===== config.mk =====
export PLATFORM = sky130hd
export DESIGN_NAME = fft_pair_tracker_flat
export DESIGN_NICKNAME = d
export VERILOG_FILES = /design/src/rtl/fft_pkg.sv /design/src/rtl/fft_pair_tracker_if.sv /design/src/rtl/fft_delay_line.sv /design/src/rtl/fft_pair_tracker.sv /design/src/flat_wrapper.sv
export SDC_FILE = /design/constraint.sdc
export NUM_CORES = 1
export LEC_CHECK = 0
export ABC_AREA = 1
export CAP_MARGIN = 20
export CORE_MARGIN = 8
export CORE_UTILIZATION = 50
export DETAILED_ROUTE_END_ITERATION = 12
export GPL_ROUTABILITY_DRIVEN = 0
export PLACE_DENSITY = 0.79
export RECOVER_POWER = 25
export REMOVE_ABC_BUFFERS = 1
export SYNTH_ARGS = -nofsm -noshare
export SYNTH_HDL_FRONTEND = slang
export SYNTH_SLANG_ARGS = --single-unit

===== constraint.sdc =====
create_clock -name clk -period 2.4 [get_ports clk]
set_clock_uncertainty 0.05 [all_clocks]
set_input_delay 0.48 -clock clk [delete_from_list [all_inputs] [get_ports clk]]
set_output_delay 0.48 -clock clk [all_outputs]
set_load 0.005 [all_outputs]

===== src/rtl/fft_pkg.sv =====
// Shared FFT sizing and the pair record carried from issue to write-back.
// N fixes every derived width; all fft_* files import this package.
package fft_pkg;

  localparam int unsigned N             = 32;
  localparam int unsigned log2_n        = $clog2(N);
  localparam int unsigned addr_width    = $clog2(N);
  localparam int unsigned stage_width   = $clog2($clog2(N));
  localparam int unsigned pair_id_width = $clog2(N / 2);

  typedef struct packed {
    logic [addr_width-1:0] addr_a;
    logic [addr_width-1:0] addr_b;
    logic                  bank;
  } pair_req;

endpackage


===== src/rtl/fft_pair_tracker_if.sv =====
// Driver <-> tracker bundle: issue fields toward the tracker, butterfly read/write
// requests and pipeline status back toward the driver and memory.
interface fft_pair_tracker_if;
  import fft_pkg::*;

  logic                     valid;
  logic [stage_width-1:0]   stage;
  logic [pair_id_width-1:0] pair_id;
  logic                     bank_select;

  logic                     rd_en;
  logic [addr_width-1:0]    rd_addr_a;
  logic [addr_width-1:0]    rd_addr_b;
  logic                     rd_bank;
  logic [pair_id_width-1:0] tw_idx;

  logic                     wr_en;
  logic [addr_width-1:0]    wr_addr_a;
  logic [addr_width-1:0]    wr_addr_b;
  logic                     wr_bank;

  logic                     pipeline_clear;
  logic                     proto_err;

  modport master (
    output valid, stage, pair_id, bank_select,
    input  rd_en, rd_addr_a, rd_addr_b, rd_bank, tw_idx,
           wr_en, wr_addr_a, wr_addr_b, wr_bank,
           pipeline_clear, proto_err
  );

  modport slave (
    input  valid, stage, pair_id, bank_select,
    output rd_en, rd_addr_a, rd_addr_b, rd_bank, tw_idx,
           wr_en, wr_addr_a, wr_addr_b, wr_bank,
           pipeline_clear, proto_err
  );

endinterface


===== src/rtl/fft_delay_line.sv =====
// LATENCY-deep shift register of pair requests with a valid bit per stage.
// Data shifts every cycle; only the valid bit marks a real entry.
module fft_delay_line
  import fft_pkg::*;
#(
  parameter int unsigned LATENCY = 4
) (
  input  logic    clk,
  input  logic    reset_n,
  input  logic    in_vld,
  input  pair_req in_req,
  output logic    out_vld,
  output pair_req out_req
);

  logic [LATENCY-1:0] vld_q, vld_d;
  pair_req            req_q [LATENCY];
  pair_req            req_d [LATENCY];

  always_comb begin
    vld_d[0] = in_vld;
    req_d[0] = in_req;
    for (int unsigned i = 1; i < LATENCY; i++) begin
      vld_d[i] = vld_q[i-1];
      req_d[i] = req_q[i-1];
    end
  end

  always_ff @(posedge clk or negedge reset_n) begin
    if (!reset_n) begin
      vld_q <= '0;
      for (int unsigned i = 0; i < LATENCY; i++) begin
        req_q[i] <= '0;
      end
    end else begin
      vld_q <= vld_d;
      req_q <= req_d;
    end
  end

  assign out_vld = vld_q[LATENCY-1];
  assign out_req = req_q[LATENCY-1];

endmodule


===== src/rtl/fft_pair_tracker.sv =====
// Responder for the FFT compute driver: converts stage/pair issues into radix-2 butterfly reads,
// tracks them to write-back. Optional protocol checker: define FFT_PAIR_TRACKER_CHECK_EN.
module fft_pair_tracker
  import fft_pkg::*;
#(
  parameter int unsigned LATENCY = 4
) (
  input logic               clk,
  input logic               reset_n,
  fft_pair_tracker_if.slave bus
);

  localparam int unsigned InFlightW = $clog2(LATENCY + 2);

  logic [addr_width-1:0]    span, offset, grp, addr_a, addr_b;
  logic [stage_width-1:0]   tw_shift;
  logic [pair_id_width-1:0] tw;

  // Butterfly operands sit `span` apart inside groups of 2*span samples.
  always_comb begin
    span     = addr_width'(1) << bus.stage;
    offset   = addr_width'(bus.pair_id) & (span - addr_width'(1));
    grp      = addr_width'(bus.pair_id) >> bus.stage;
    addr_a   = ((grp << bus.stage) << 1) + offset;
    addr_b   = addr_a + span;
    tw_shift = stage_width'(log2_n - 1) - bus.stage;
    tw       = pair_id_width'(offset) << tw_shift;
  end

  logic                     rd_en_q, rd_en_d;
  logic [addr_width-1:0]    rd_addr_a_q, rd_addr_a_d;
  logic [addr_width-1:0]    rd_addr_b_q, rd_addr_b_d;
  logic [pair_id_width-1:0] tw_idx_q, tw_idx_d;
  logic                     rd_bank_q, rd_bank_d;
  logic                     wr_bank_q, wr_bank_d;
  logic [InFlightW-1:0]     in_flight_q, in_flight_d;

  pair_req iss_req, tail_req;
  logic    tail_vld;

  always_comb begin
    rd_en_d     = bus.valid;
    rd_addr_a_d = rd_addr_a_q;
    rd_addr_b_d = rd_addr_b_q;
    tw_idx_d    = tw_idx_q;
    rd_bank_d   = rd_bank_q;
    wr_bank_d   = wr_bank_q;
    if (bus.valid) begin
      rd_addr_a_d = addr_a;
      rd_addr_b_d = addr_b;
      tw_idx_d    = tw;
      rd_bank_d   = bus.bank_select;
      // Out-of-place ping-pong: results land in the opposite bank.
      wr_bank_d   = ~bus.bank_select;
    end
  end

  always_comb begin
    in_flight_d = in_flight_q;
    case ({bus.valid, tail_vld})
      2'b10:   in_flight_d = in_flight_q + InFlightW'(1);
      2'b01:   in_flight_d = in_flight_q - InFlightW'(1);
      default: in_flight_d = in_flight_q;
    endcase
  end

  always_ff @(posedge clk or negedge reset_n) begin
    if (!reset_n) begin
      rd_en_q     <= 1'b0;
      rd_addr_a_q <= '0;
      rd_addr_b_q <= '0;
      tw_idx_q    <= '0;
      rd_bank_q   <= 1'b0;
      wr_bank_q   <= 1'b0;
      in_flight_q <= '0;
    end else begin
      rd_en_q     <= rd_en_d;
      rd_addr_a_q <= rd_addr_a_d;
      rd_addr_b_q <= rd_addr_b_d;
      tw_idx_q    <= tw_idx_d;
      rd_bank_q   <= rd_bank_d;
      wr_bank_q   <= wr_bank_d;
      in_flight_q <= in_flight_d;
    end
  end

  // Fed from the issue register so write-back trails rd_en by exactly LATENCY cycles.
  always_comb begin
    iss_req        = '0;
    iss_req.addr_a = rd_addr_a_q;
    iss_req.addr_b = rd_addr_b_q;
    iss_req.bank   = wr_bank_q;
  end

  fft_delay_line #(
    .LATENCY (LATENCY)
  ) u_delay_line (
    .clk     (clk),
    .reset_n (reset_n),
    .in_vld  (rd_en_q),
    .in_req  (iss_req),
    .out_vld (tail_vld),
    .out_req (tail_req)
  );

  assign bus.rd_en          = rd_en_q;
  assign bus.rd_addr_a      = rd_addr_a_q;
  assign bus.rd_addr_b      = rd_addr_b_q;
  assign bus.tw_idx         = tw_idx_q;
  assign bus.rd_bank        = rd_bank_q;
  assign bus.wr_en          = tail_vld;
  assign bus.wr_addr_a      = tail_req.addr_a;
  assign bus.wr_addr_b      = tail_req.addr_b;
  assign bus.wr_bank        = tail_req.bank;
  assign bus.pipeline_clear = (in_flight_q == '0) & ~bus.valid;

`ifdef FFT_PAIR_TRACKER_CHECK_EN
  logic [stage_width-1:0]   last_stage_q, last_stage_d;
  logic [pair_id_width-1:0] last_pair_q, last_pair_d;
  logic                     prev_vld_q, prev_vld_d;
  logic                     proto_err_q, proto_err_d;
  logic                     stage_viol, pair_viol;

  always_comb begin
    stage_viol = prev_vld_q && (bus.stage != last_stage_q) && (in_flight_q != '0);
    // Pair 0 may restart a stage at any time.
    pair_viol  = prev_vld_q && (bus.stage == last_stage_q) && (bus.pair_id != '0) &&
                 (bus.pair_id != last_pair_q + pair_id_width'(1));
    last_stage_d = last_stage_q;
    last_pair_d  = last_pair_q;
    prev_vld_d   = prev_vld_q;
    proto_err_d  = proto_err_q;
    if (bus.valid) begin
      last_stage_d = bus.stage;
      last_pair_d  = bus.pair_id;
      prev_vld_d   = 1'b1;
      if (stage_viol || pair_viol) begin
        proto_err_d = 1'b1;
      end
    end
  end

  always_ff @(posedge clk or negedge reset_n) begin
    if (!reset_n) begin
      last_stage_q <= '0;
      last_pair_q  <= '0;
      prev_vld_q   <= 1'b0;
      proto_err_q  <= 1'b0;
    end else begin
      last_stage_q <= last_stage_d;
      last_pair_q  <= last_pair_d;
      prev_vld_q   <= prev_vld_d;
      proto_err_q  <= proto_err_d;
    end
  end

  assign bus.proto_err = proto_err_q;
`else
  assign bus.proto_err = 1'b0;
`endif

endmodule


===== src/flat_wrapper.sv =====
// flat-port wrapper written by rule: the top's interface ports become plain ports
module fft_pair_tracker_flat import fft_pkg::*;
#(
  parameter int unsigned LATENCY = 4
)
  (clk, reset_n, bus_valid, bus_stage, bus_pair_id, bus_bank_select, bus_rd_en, bus_rd_addr_a, bus_rd_addr_b, bus_rd_bank, bus_tw_idx, bus_wr_en, bus_wr_addr_a, bus_wr_addr_b, bus_wr_bank, bus_pipeline_clear, bus_proto_err);
  fft_pair_tracker_if bus_i ();
  input logic clk;
  input logic reset_n;
  input wire logic [$bits(bus_i.valid)-1:0] bus_valid;
  input wire logic [$bits(bus_i.stage)-1:0] bus_stage;
  input wire logic [$bits(bus_i.pair_id)-1:0] bus_pair_id;
  input wire logic [$bits(bus_i.bank_select)-1:0] bus_bank_select;
  output wire logic [$bits(bus_i.rd_en)-1:0] bus_rd_en;
  output wire logic [$bits(bus_i.rd_addr_a)-1:0] bus_rd_addr_a;
  output wire logic [$bits(bus_i.rd_addr_b)-1:0] bus_rd_addr_b;
  output wire logic [$bits(bus_i.rd_bank)-1:0] bus_rd_bank;
  output wire logic [$bits(bus_i.tw_idx)-1:0] bus_tw_idx;
  output wire logic [$bits(bus_i.wr_en)-1:0] bus_wr_en;
  output wire logic [$bits(bus_i.wr_addr_a)-1:0] bus_wr_addr_a;
  output wire logic [$bits(bus_i.wr_addr_b)-1:0] bus_wr_addr_b;
  output wire logic [$bits(bus_i.wr_bank)-1:0] bus_wr_bank;
  output wire logic [$bits(bus_i.pipeline_clear)-1:0] bus_pipeline_clear;
  output wire logic [$bits(bus_i.proto_err)-1:0] bus_proto_err;
  assign bus_i.valid = bus_valid;
  assign bus_i.stage = bus_stage;
  assign bus_i.pair_id = bus_pair_id;
  assign bus_i.bank_select = bus_bank_select;
  assign bus_rd_en = bus_i.rd_en;
  assign bus_rd_addr_a = bus_i.rd_addr_a;
  assign bus_rd_addr_b = bus_i.rd_addr_b;
  assign bus_rd_bank = bus_i.rd_bank;
  assign bus_tw_idx = bus_i.tw_idx;
  assign bus_wr_en = bus_i.wr_en;
  assign bus_wr_addr_a = bus_i.wr_addr_a;
  assign bus_wr_addr_b = bus_i.wr_addr_b;
  assign bus_wr_bank = bus_i.wr_bank;
  assign bus_pipeline_clear = bus_i.pipeline_clear;
  assign bus_proto_err = bus_i.proto_err;
  fft_pair_tracker #(.LATENCY(LATENCY)) u_core (.clk(clk), .reset_n(reset_n), .bus(bus_i));
endmodule

==> results.yml, run 1 <==
global_route:
  grt_usage_pct: 14.6
  first_global_vias: 1897
  grt_first_pass_wirelength_um: 8500
  pin_count_of_the_biggest_net_entering_global_routing: 69
  grt_antenna_before_repair: 0
  grt_overflow_total: 0
outcome:
  violations: "max-capacitance violations, max-slew violations, negative setup slack"
  outcome: "finished, violations left"
power_and_ir_drop:
  pwr-share-comb_pct: 18.9
  finalPower_mw: 2.83
  power.share.clock_pct: 31.4
  max-vdd-ir-drop_mv: 0.382
  power.share.switching_pct: 23.9
  leakage_nw: 1.82
  sequential_group_share_of_total_power_pct: 49.7
  internal_power_mw: 2.15
  netSwitchingPower_mw: 0.676
  cellPowerDensity_nw_per_um2: 771
synth:
  synth.area.top_cells: "sky130_fd_sc_hd__dfrtp_1, sky130_fd_sc_hd__nand2_1, sky130_fd_sc_hd__ha_1"
  ys_ff_latch: 68
  post-synth-top-area-fraction_pct: 64.0
  syn-cell-area_um2: 2660
  synth-seq-area-share_pct: 64.0
  synth_area_leader_cell: "sky130_fd_sc_hd__dfrtp_1"
  synth_warnings: 0
  synth.distinct_cells: 27
  postSynthCellCount: 231
  synth.avg_cell_area_um2: 11.5
clock_network:
  cts-buffers-inserted: 9
  ctsRootBufferMaster: "sky130_fd_sc_hd__clkbuf_8"
  tritoncts: "yes"
  clock_latency_ns: 0.33
  path_clk_slew_ns: 0.06
  cts_max_level: 3
  cts_buffer_depth: 2
  cts_num_sinks: 68
final_layout:
  nNetsFinal: 335
  layout-drive-gt1-share_pct: 30.0
  final_util_pct: 71.8
  most-common-layout-cells: "sky130_fd_sc_hd__dfrtp_1, sky130_fd_sc_hd__nand2_1, sky130_fd_sc_hd__buf_4"
  most_common_library_cell_in_the_layout_ignoring_fill_and_taps: "sky130_fd_sc_hd__dfrtp_1"
  area_delta_synth_final_pct: 38.0
  fill_cells: 351
  antennaDiodeCount: 0
timing:
  final-max-slew-violation-count: 69
  timing.final.ws_setup_ns: -0.235
  timing.final.crit_share_pct: 110
  setup_viol_count_final: 3
  final-hold-violation-count: 0
  grt_setup_unrepaired: "true"
  transition_time_of_the_tightest_slew_check_pin_ns: 1.54
  max_slew_margin_pct: -2.43
  f_max_mhz: 380
  final.min_clock_period_ns: 2.63
run:
  number_of_max_cap_violations: 1
worst_hold_path:
  min-delay-path-class: "reg2reg"
  whs_path_depth: 0
  hold_path_end: "u_core.u_delay_line.req_d[11]$_DFF_PN0_"
  min_from: "u_core.u_delay_line.req_d[22]$_DFF_PN0_"
worst_setup_path:
  startpoint_type: "input pin"
  crit_path_max_fanout: 3
  worst_r2r_endpoint: "u_core.in_flight_q[2]$_DFFE_PN0P_"
  critical_path.endpoint_type: "flop"
  timing_worst_setup_path_type: "in2reg"
  crit-reg2reg-launch: "u_core.u_delay_line.vld_q[3]$_DFF_PN0_"
  critical_path_data_arrival_time_ns: 2.80
  reg2reg_depth: 6
  crit_required_ns: 2.57
  r2r_setup_slack_ns: 0.93
detailed_routing:
  detail_route.drc_violations: 0
  avgViaCountPerCell: 4.69
  detail-route-antenna-nets: 0
  vias: 1784
  drc_marker_count_from_the_first_detailed_route_iteration: 89
  totalWireLength_um: 5090
  drt-wirelength-per-cell_um: 13.4
  pre_antenna_drt_iters: 4
floorplan:
  dieHeight_um: 88.9
  start_util_pct: 52.0
  die_w_um: 88.9
  design.core.area_um2: 5110
  top_level_ports: 41
  die_area_um2: 7900
  row_count: 26
placed_design:
  hpwlAfterDp_um: 3480
  place.port_buffers: 39
critical path, stage by stage:
cell                      delay [ns]
sky130_fd_sc_hd__buf_8          0.10
sky130_fd_sc_hd__inv_6          0.05
sky130_fd_sc_hd__buf_6          0.10
sky130_fd_sc_hd__ha_4           0.15
sky130_fd_sc_hd__nand2_4        0.06
sky130_fd_sc_hd__ha_4           0.24
sky130_fd_sc_hd__nor2_4         0.13
sky130_fd_sc_hd__ha_4           0.14
sky130_fd_sc_hd__inv_2          0.03
sky130_fd_sc_hd__fa_2           0.53
sky130_fd_sc_hd__inv_2          0.05
sky130_fd_sc_hd__ha_4           0.27
sky130_fd_sc_hd__nand2_4        0.04
sky130_fd_sc_hd__nand2_2        0.06
sky130_fd_sc_hd__a21oi_2        0.05
sky130_fd_sc_hd__inv_1          0.05
sky130_fd_sc_hd__nand2_1        0.05
sky130_fd_sc_hd__nand2_2        0.06
sky130_fd_sc_hd__nand2_1        0.04
sky130_fd_sc_hd__nand3_1        0.06
sky130_fd_sc_hd__nand2_1        0.05
per-stage QoR:
step	worst slack (ns)	instance area (um^2)	hold WS (ns)	setup TNS [ns]	std cells
after global placement	-1.24	3280	0.281	-5.63	358
after detailed placement	-1.41	3280	0.285	-6.54	358
after floorplan	-0.769	2560	0.134	-1.91	218
after global routing	-0.381	3670	0.296	-0.780	380
after CTS	-0.297	3640	0.109	-0.598	379
final	-0.235	3670	0.292	-0.494	380
worst max-delay path by stage:
stage                       startpoint                             endpoint  slack (ns)  cells after the start
after global routing      bus_stage[2]  u_core.bus.rd_addr_b[4]$_DFFE_PN0P_       -0.38                     20
after floorplan           bus_stage[0]  u_core.bus.rd_addr_b[4]$_DFFE_PN0P_       -0.77                     19
final                     bus_stage[1]  u_core.bus.rd_addr_b[4]$_DFFE_PN0P_       -0.23                     21
after global placement    bus_stage[0]  u_core.bus.rd_addr_b[4]$_DFFE_PN0P_       -1.24                     18
after detailed placement  bus_stage[0]  u_core.bus.rd_addr_b[4]$_DFFE_PN0P_       -1.41                     18
after CTS                 bus_stage[1]  u_core.bus.rd_addr_b[4]$_DFFE_PN0P_       -0.30                     21
logic make-up after synthesis:
| group | synth area share, % |
|---|---|
| AOI/OAI and AO/OA | 5.32 |
| xor gates and xnor gates | 1.65 |
| adders and majority gates | 8.85 |
| buffers and inverters | 7.39 |
| DFF | 64.0 |
| other | 0.141 |
| and+or+nand+nor | 12.6 |
routing by layer:
layer,vias up,track usage [%],part of all wire (%)
li1,869,-,-
met2,49,25.7,54
met3,13,4.96,6.0
met1,853,14.5,38
met5,-,0,0
met4,0,8.45,2.5
cell type report:
cell class,instances,area [um^2],area share (%)
Clock buffer,12,155,4.23
Clock inverter,2,35.0,0.955
Inverter,24,103,2.80
Multi-Input combinational cell,126,902,24.6
Sequential cell,68,1700,46.4
Tap cell,70,87.6,2.39
Timing Repair Buffer,78,683,18.6
registers in the layout (all words and copies together), names as in the netlist:
| register | count |
|---|---|
| u_core.bus.rd_bank | 1 |
| u_core.bus.rd_addr_a | 5 |
| u_core.bus.tw_idx | 4 |
| u_core.u_delay_line.out_req | 11 |
| u_core.u_delay_line.req_d | 33 |
| u_core.bus.rd_en | 1 |
| u_core.u_delay_line.vld_q | 4 |
| u_core.in_flight_q | 3 |
| u_core.wr_bank_q | 1 |
| u_core.bus.rd_addr_b | 5 |
synth_stat cells:
cell type,instances
sky130_fd_sc_hd__a21oi_1,8
sky130_fd_sc_hd__nor2_1,4
sky130_fd_sc_hd__buf_4,11
sky130_fd_sc_hd__xor2_1,1
sky130_fd_sc_hd__ha_1,14
sky130_fd_sc_hd__nand3_2,3
sky130_fd_sc_hd__conb_1,1
sky130_fd_sc_hd__or2_1,2
sky130_fd_sc_hd__nand2_2,3
sky130_fd_sc_hd__o22ai_1,1
sky130_fd_sc_hd__buf_2,2
sky130_fd_sc_hd__inv_1,17
sky130_fd_sc_hd__o211ai_1,1
sky130_fd_sc_hd__buf_6,1
sky130_fd_sc_hd__nand3_1,8
sky130_fd_sc_hd__o21ai_0,8
sky130_fd_sc_hd__xnor2_1,4
sky130_fd_sc_hd__o21ai_1,8
sky130_fd_sc_hd__fa_1,3
sky130_fd_sc_hd__or2_2,1
sky130_fd_sc_hd__inv_4,1
sky130_fd_sc_hd__o21a_1,1
sky130_fd_sc_hd__nand2_1,52
sky130_fd_sc_hd__nor4_1,1
sky130_fd_sc_hd__dfrtp_1,68
sky130_fd_sc_hd__inv_2,6
sky130_fd_sc_hd__nand2_4,1
timing repair:
| item | CTS | global route |
|---|---|---|
| hold buffers | 0 | 0 |
| endpoints found under the setup margin | 7 | 4 |
| buffers inserted | 7 | 1 |
| pin swaps | 20 | 20 |
| resized for setup | 48 | 10 |
| gates cloned | 0 | 0 |
power groups by stage:
stage	Combinational (mW)	Clock, mW	Sequential [mW]
6_report	0.534	0.888	1.41
5_1_grt	0.592	0.963	1.43
4_1_cts	0.527	0.914	1.41
3_5_place_dp	0.485	0	1.43
3_3_place_gp	0.466	0	1.42
2_1_floorplan	0.185	0	1.42
Power figures use the tool's default switching activity.
==> inputs of run 2 (changes only) <==
--- a/config.mk
+++ b/config.mk
@@ -8,3 +8,3 @@
 export ABC_AREA = 1
-export CAP_MARGIN = 20
+export CAP_MARGIN = 40
 export CORE_MARGIN = 8
==> constraint.sdc (replaced) <==
create_clock -name clk -period 2.4 [get_ports clk]
set_clock_uncertainty 0.05 [all_clocks]
set_input_delay 0.36 -clock clk [delete_from_list [all_inputs] [get_ports clk]]
set_output_delay 0.36 -clock clk [all_outputs]
set_load 0.005 [all_outputs]
==> results.yml, run 2 (same netlist as run 1, synthesis figures left out) <==
power_and_ir_drop:
  power.share.switching_pct: 23.9
  pwr-share-comb_pct: 17.7
  internal_power_mw: 2.35
  max-vdd-ir-drop_mv: 0.416
  cellPowerDensity_nw_per_um2: 821
  finalPower_mw: 3.08
  netSwitchingPower_mw: 0.737
  leakage_nw: 1.84
  sequential_group_share_of_total_power_pct: 45.7
  power.share.clock_pct: 36.6
worst_setup_path:
  timing.critical_path.slowest_stage_cell: "sky130_fd_sc_hd__fa_2"
  critical_path_data_arrival_time_ns: 2.80
  timing.critical_path.cells: "buf_8, inv_6, ha_4, ha_4, inv_4, ha_4, nor2_4, ha_4, inv_2, fa_2, inv_2, ha_4, nand2_4, nand2_2, a21oi_2, nand2_1, nand2_2, nand2_1, nand3_1, nand2_1"
  cp_top_family: "adder cells"
  r2r_setup_slack_ns: 0.90
  critical_path.endpoint_type: "flop"
  crit_path_max_fanout: 2
  critical_path.max_stage_delay_ns: 0.53
  startpoint_type: "input pin"
  worstPathBufferInverterCount: 5
  reg2reg_depth: 6
  crit-reg2reg-launch: "u_core.u_delay_line.vld_q[3]$_DFF_PN0_"
  crit_required_ns: 2.58
  cpMostUsedCell: "sky130_fd_sc_hd__ha_4"
  worst_r2r_endpoint: "u_core.in_flight_q[2]$_DFFE_PN0P_"
  timing_worst_setup_path_type: "in2reg"
  critical_path_cell_count: 20
detailed_routing:
  route.top_layer_used: "met4"
  totalWireLength_um: 5610
  wl_met1_um: 2170
  detail_route.drc_violations: 0
  detail-route-antenna-nets: 0
  pre_antenna_drt_iters: 4
  drc_marker_count_from_the_first_detailed_route_iteration: 88
  drt-wirelength-per-cell_um: 14.7
  vias: 1861
  metal2_wl_um: 2980
  avgViaCountPerCell: 4.88
  wl_met3_um: 279
timing:
  timing.final.crit_share_pct: 109
  final.min_clock_period_ns: 2.62
  f_max_mhz: 381
  grt_setup_unrepaired: "true"
  setup-tns-final_ns: -0.337
  final-hold-violation-count: 0
  timing.final.ws_setup_ns: -0.221
  setup_viol_count_final: 2
  finalHoldWorstSlack_ns: 0.295
  final-max-slew-violation-count: 0
outcome:
  outcome: "finished, violations left"
  violations: "negative setup slack"
clock_network:
  cts-buffers-inserted: 9
  clock_latency_ns: 0.33
  ctsRootBufferMaster: "sky130_fd_sc_hd__clkbuf_8"
  path_clk_slew_ns: 0.07
  cts_num_sinks: 68
  cts_max_level: 3
  cts_buffer_depth: 2
  tritoncts: "yes"
final_layout:
  antennaDiodeCount: 0
  most-common-layout-cells: "sky130_fd_sc_hd__dfrtp_1, sky130_fd_sc_hd__nand2_1, sky130_fd_sc_hd__buf_4"
  design_area_um2: 3750
  area_delta_synth_final_pct: 41.2
  largest_register_ff_count: 33
  layout-drive-gt1-share_pct: 30.9
  most_common_library_cell_in_the_layout_ignoring_fill_and_taps: "sky130_fd_sc_hd__dfrtp_1"
  nNetsFinal: 334
  final_util_pct: 73.5
floorplan:
  row_count: 26
  die_w_um: 88.9
  top_level_ports: 41
  start_util_pct: 52.0
  die_area_um2: 7900
  dieHeight_um: 88.9
  design.core.area_um2: 5110
worst_hold_path:
  min_from: "u_core.u_delay_line.req_d[24]$_DFF_PN0_"
  hold_path_end: "u_core.u_delay_line.req_d[13]$_DFF_PN0_"
  min-delay-path-class: "reg2reg"
  whs_path_depth: 0
placed_design:
  hpwlAfterDp_um: 3450
  place.port_buffers: 39
  postPlaceCellArea_um2: 3280
global_route:
  grt_usage_pct: 14.9
  grt_first_pass_wirelength_um: 8710
  pin_count_of_the_biggest_net_entering_global_routing: 67
  grt_overflow_total: 0
  first_global_vias: 1932
  grt_antenna_before_repair: 0
run:
  number_of_max_cap_violations: 0
==> run 2: changes by cell type in the layout (fill, tap and decap cells not counted), sizes merged <==
cell,delta
clkinv,+1
bufinv,+2
clkinvlp,+1
dlygate4sd3,+1
clkbuf,-2
buf,-2
==> run 2: worst max path at each step <==
stage                  from                                   to  slack, ns
2_1_floorplan  bus_stage[0]  u_core.bus.rd_addr_b[4]$_DFFE_PN0P_      -0.65
3_3_place_gp   bus_stage[0]  u_core.bus.rd_addr_b[4]$_DFFE_PN0P_      -1.12
3_5_place_dp   bus_stage[0]  u_core.bus.rd_addr_b[4]$_DFFE_PN0P_      -1.18
4_1_cts        bus_stage[1]  u_core.bus.rd_addr_b[4]$_DFFE_PN0P_      -0.23
5_1_grt        bus_stage[2]  u_core.bus.rd_addr_b[4]$_DFFE_PN0P_      -0.29
6_report       bus_stage[0]  u_core.bus.rd_addr_b[4]$_DFFE_PN0P_      -0.22
==> run 2: stage by stage <==
stage          setup WS (ns)  instances
3_3_place_gp           -1.12        358
5_1_grt               -0.287        381
3_5_place_dp           -1.18        358
4_1_cts               -0.232        378
6_report              -0.221        381
2_1_floorplan         -0.649        218
==> run 2: what timing repair did <==
| action | CTS | global route |
|---|---|---|
| pin swaps | 20 | 19 |
| hold endpoints to repair | 2 | 0 |
| setup buffers | 3 | 3 |
| setup endpoints to repair | 6 | 4 |
| hold buffers | 1 | 0 |
| resized for setup | 52 | 12 |
==> run 2: layout make-up <==
class / instances / area [um^2]
flip-flops and latches: 68 / 1700
fillers: 344 / 1350
multi-input cells: 126 / 915
repair buffers: 77 / 696
clock buffers: 10 / 138
clock inverters: 6 / 111
inverters: 24 / 105
well taps: 70 / 87.6
==> run 2: layer usage <==
layer,up-vias,GRT usage (%)
met3,20,3.86
met4,0,9.68
li1,866,-
met5,-,0
met2,59,27.0
met1,916,14.6
==> run 2: power by group through the flow <==
stage | Sequential (mW) | Combinational (mW) | Clock (mW)
finish | 1.41 | 0.547 | 1.13
floorplan | 1.42 | 0.185 | 0
detailed placement | 1.43 | 0.484 | 0
CTS | 1.41 | 0.527 | 1.15
global placement | 1.42 | 0.466 | 0
global route | 1.43 | 0.601 | 1.19
==> inputs of run 3 (changes only) <==
- CORE_UTILIZATION: 50 -> 48
- clock period: 2.4 -> 2.23 ns (I/O delays scaled with it)
==> results.yml, run 3 (same netlist as run 1, synthesis figures left out) <==
outcome:
  outcome: "finished, violations left"
  violations: "negative setup slack"
worst_setup_path:
  timing.critical_path.slowest_stage_cell: "sky130_fd_sc_hd__fa_2"
  timing_worst_setup_path_type: "in2reg"
  critical_path.endpoint_type: "flop"
  crit_path_max_fanout: 3
  cpMostUsedCell: "sky130_fd_sc_hd__ha_4"
  critical_path.max_stage_delay_ns: 0.53
  worstPathBufferInverterCount: 6
  timing.critical_path.cells: "buf_8, inv_6, buf_6, ha_4, nand2_4, ha_4, nor2_4, ha_4, inv_2, fa_2, inv_2, ha_4, buf_4, a21oi_2, xor2_1, o21ai_1"
  startpoint_type: "input pin"
  r2r_setup_slack_ns: 0.74
  critical_path_data_arrival_time_ns: 2.75
  crit_required_ns: 2.40
  cp_top_family: "adder cells"
final_layout:
  fill_cells: 362
  layout-drive-gt1-share_pct: 34.7
  final_util_pct: 71.4
  area_delta_synth_final_pct: 46.0
  most-common-layout-cells: "sky130_fd_sc_hd__dfrtp_1, sky130_fd_sc_hd__nand2_1, sky130_fd_sc_hd__buf_4"
  antennaDiodeCount: 0
  design_area_um2: 3880
  nNetsFinal: 346
  largest_register_ff_count: 33
  most_common_library_cell_in_the_layout_ignoring_fill_and_taps: "sky130_fd_sc_hd__dfrtp_1"
  post_layout_nonfiller_instances: 395
detailed_routing:
  drt-wirelength-per-cell_um: 14.4
  detail_route.drc_violations: 0
  avgViaCountPerCell: 4.78
  vias: 1887
  drc_marker_count_from_the_first_detailed_route_iteration: 145
  totalWireLength_um: 5690
  detail-route-antenna-nets: 0
  pre_antenna_drt_iters: 4
global_route:
  grt_usage_pct: 14.1
  grt_antenna_before_repair: 0
  grt_overflow_total: 0
  pin_count_of_the_biggest_net_entering_global_routing: 40
  grt_first_pass_wirelength_um: 9020
  first_global_vias: 1942
power_and_ir_drop:
  pwr-share-comb_pct: 19.9
  leakage_nw: 1.89
  max-vdd-ir-drop_mv: 0.430
  sequential_group_share_of_total_power_pct: 47.1
  netSwitchingPower_mw: 0.800
  power.share.switching_pct: 24.9
  cellPowerDensity_nw_per_um2: 829
  power.share.clock_pct: 33.0
  internal_power_mw: 2.42
placed_design:
  hpwlAfterDp_um: 3540
  dp_cell_count: 361
  postPlaceCellArea_um2: 3270
  place.port_buffers: 39
clock_network:
  tritoncts: "yes"
  cts-buffers-inserted: 9
  cts_num_sinks: 68
  ctsRootBufferMaster: "sky130_fd_sc_hd__clkbuf_8"
  path_clk_slew_ns: 0.07
  cts_buffer_depth: 2
  cts_max_level: 3
  clock_latency_ns: 0.34
floorplan:
  die_w_um: 90.4
  row_count: 27
  dieHeight_um: 90.4
  design.core.area_um2: 5440
  top_level_ports: 41
  start_util_pct: 48.9
  die_area_um2: 8170
timing:
  grt_setup_unrepaired: "true"
  timing.final.crit_share_pct: 116
  final.min_clock_period_ns: 2.59
  f_max_mhz: 387
  final-max-slew-violation-count: 0
  setup-tns-final_ns: -0.824
  final-hold-violation-count: 0
  timing.final.ws_setup_ns: -0.356
  setup_viol_count_final: 4
run:
  number_of_max_cap_violations: 0
worst_hold_path:
  min-delay-path-class: "reg2reg"
-- run 3: what timing repair did --
item | 4_1_cts | 5_1_grt
hold buffers | 1 | 0
pin swaps | 18 | 23
buffers inserted | 11 | 6
gates resized for setup | 50 | 27
endpoints found under the setup margin | 7 | 4
endpoints found under the hold margin | 29 | 0
-- run 3: layout make-up --
type	count	area, um^2	share of cell area [%]
Tap cell	72	90.1	2.32
Multi-Input combinational cell	126	987	25.4
Inverter	24	103	2.64
Clock buffer	10	128	3.29
Timing Repair Buffer	89	783	20.2
Sequential cell	68	1700	43.8
Clock inverter	6	88.8	2.29
-- run 3: worst paths after layout --
| path | startpoint | end | cells past startpoint |
|---|---|---|---|
| max | bus_stage[1] | u_core.bus.rd_addr_b[3]$_DFFE_PN0P_ | 16 |
| min in group asynchronous | reset_n | u_core.u_delay_line.out_req[8]$_DFF_PN0_ | 3 |
| max in group asynchronous | reset_n | u_core.u_delay_line.out_req[1]$_DFF_PN0_ | 3 |
| min | u_core.u_delay_line.req_d[8]$_DFF_PN0_ | u_core.u_delay_line.out_req[8]$_DFF_PN0_ | 0 |
| max reg2reg | u_core.u_delay_line.vld_q[3]$_DFF_PN0_ | u_core.in_flight_q[2]$_DFFE_PN0P_ | 6 |
| min reg2reg | u_core.u_delay_line.req_d[8]$_DFF_PN0_ | u_core.u_delay_line.out_req[8]$_DFF_PN0_ | 0 |
-- run 3: power groups by stage --
stage               logic, mW  registers [mW]  clock network (mW)
global placement        0.499            1.53                   0
detailed placement      0.520            1.54                   0
floorplan               0.199            1.53                   0
finish                  0.640            1.52                1.06
global route            0.703            1.54                1.15
CTS                     0.573            1.52                1.09
-- run 3: stage by stage --
stage | hold WS [ns] | setup WS [ns] | power (mW)
finish | 0.299 | -0.356 | 3.22
global placement | 0.281 | -1.25 | 2.03
global route | 0.306 | -0.433 | 3.40
floorplan | -0.0111 | -0.794 | 1.73
detailed placement | 0.285 | -1.36 | 2.06
CTS | 0.296 | -0.330 | 3.18
-- run 3: routing by layer --
layer / share of wire, % / vias to the layer above / track usage [%]
met5: 0 / - / 0
met4: 2.0 / 0 / 6.80
met3: 4.7 / 11 / 5.24
met2: 56 / 46 / 25.4
met1: 37 / 939 / 14.0
li1: - / 891 / -
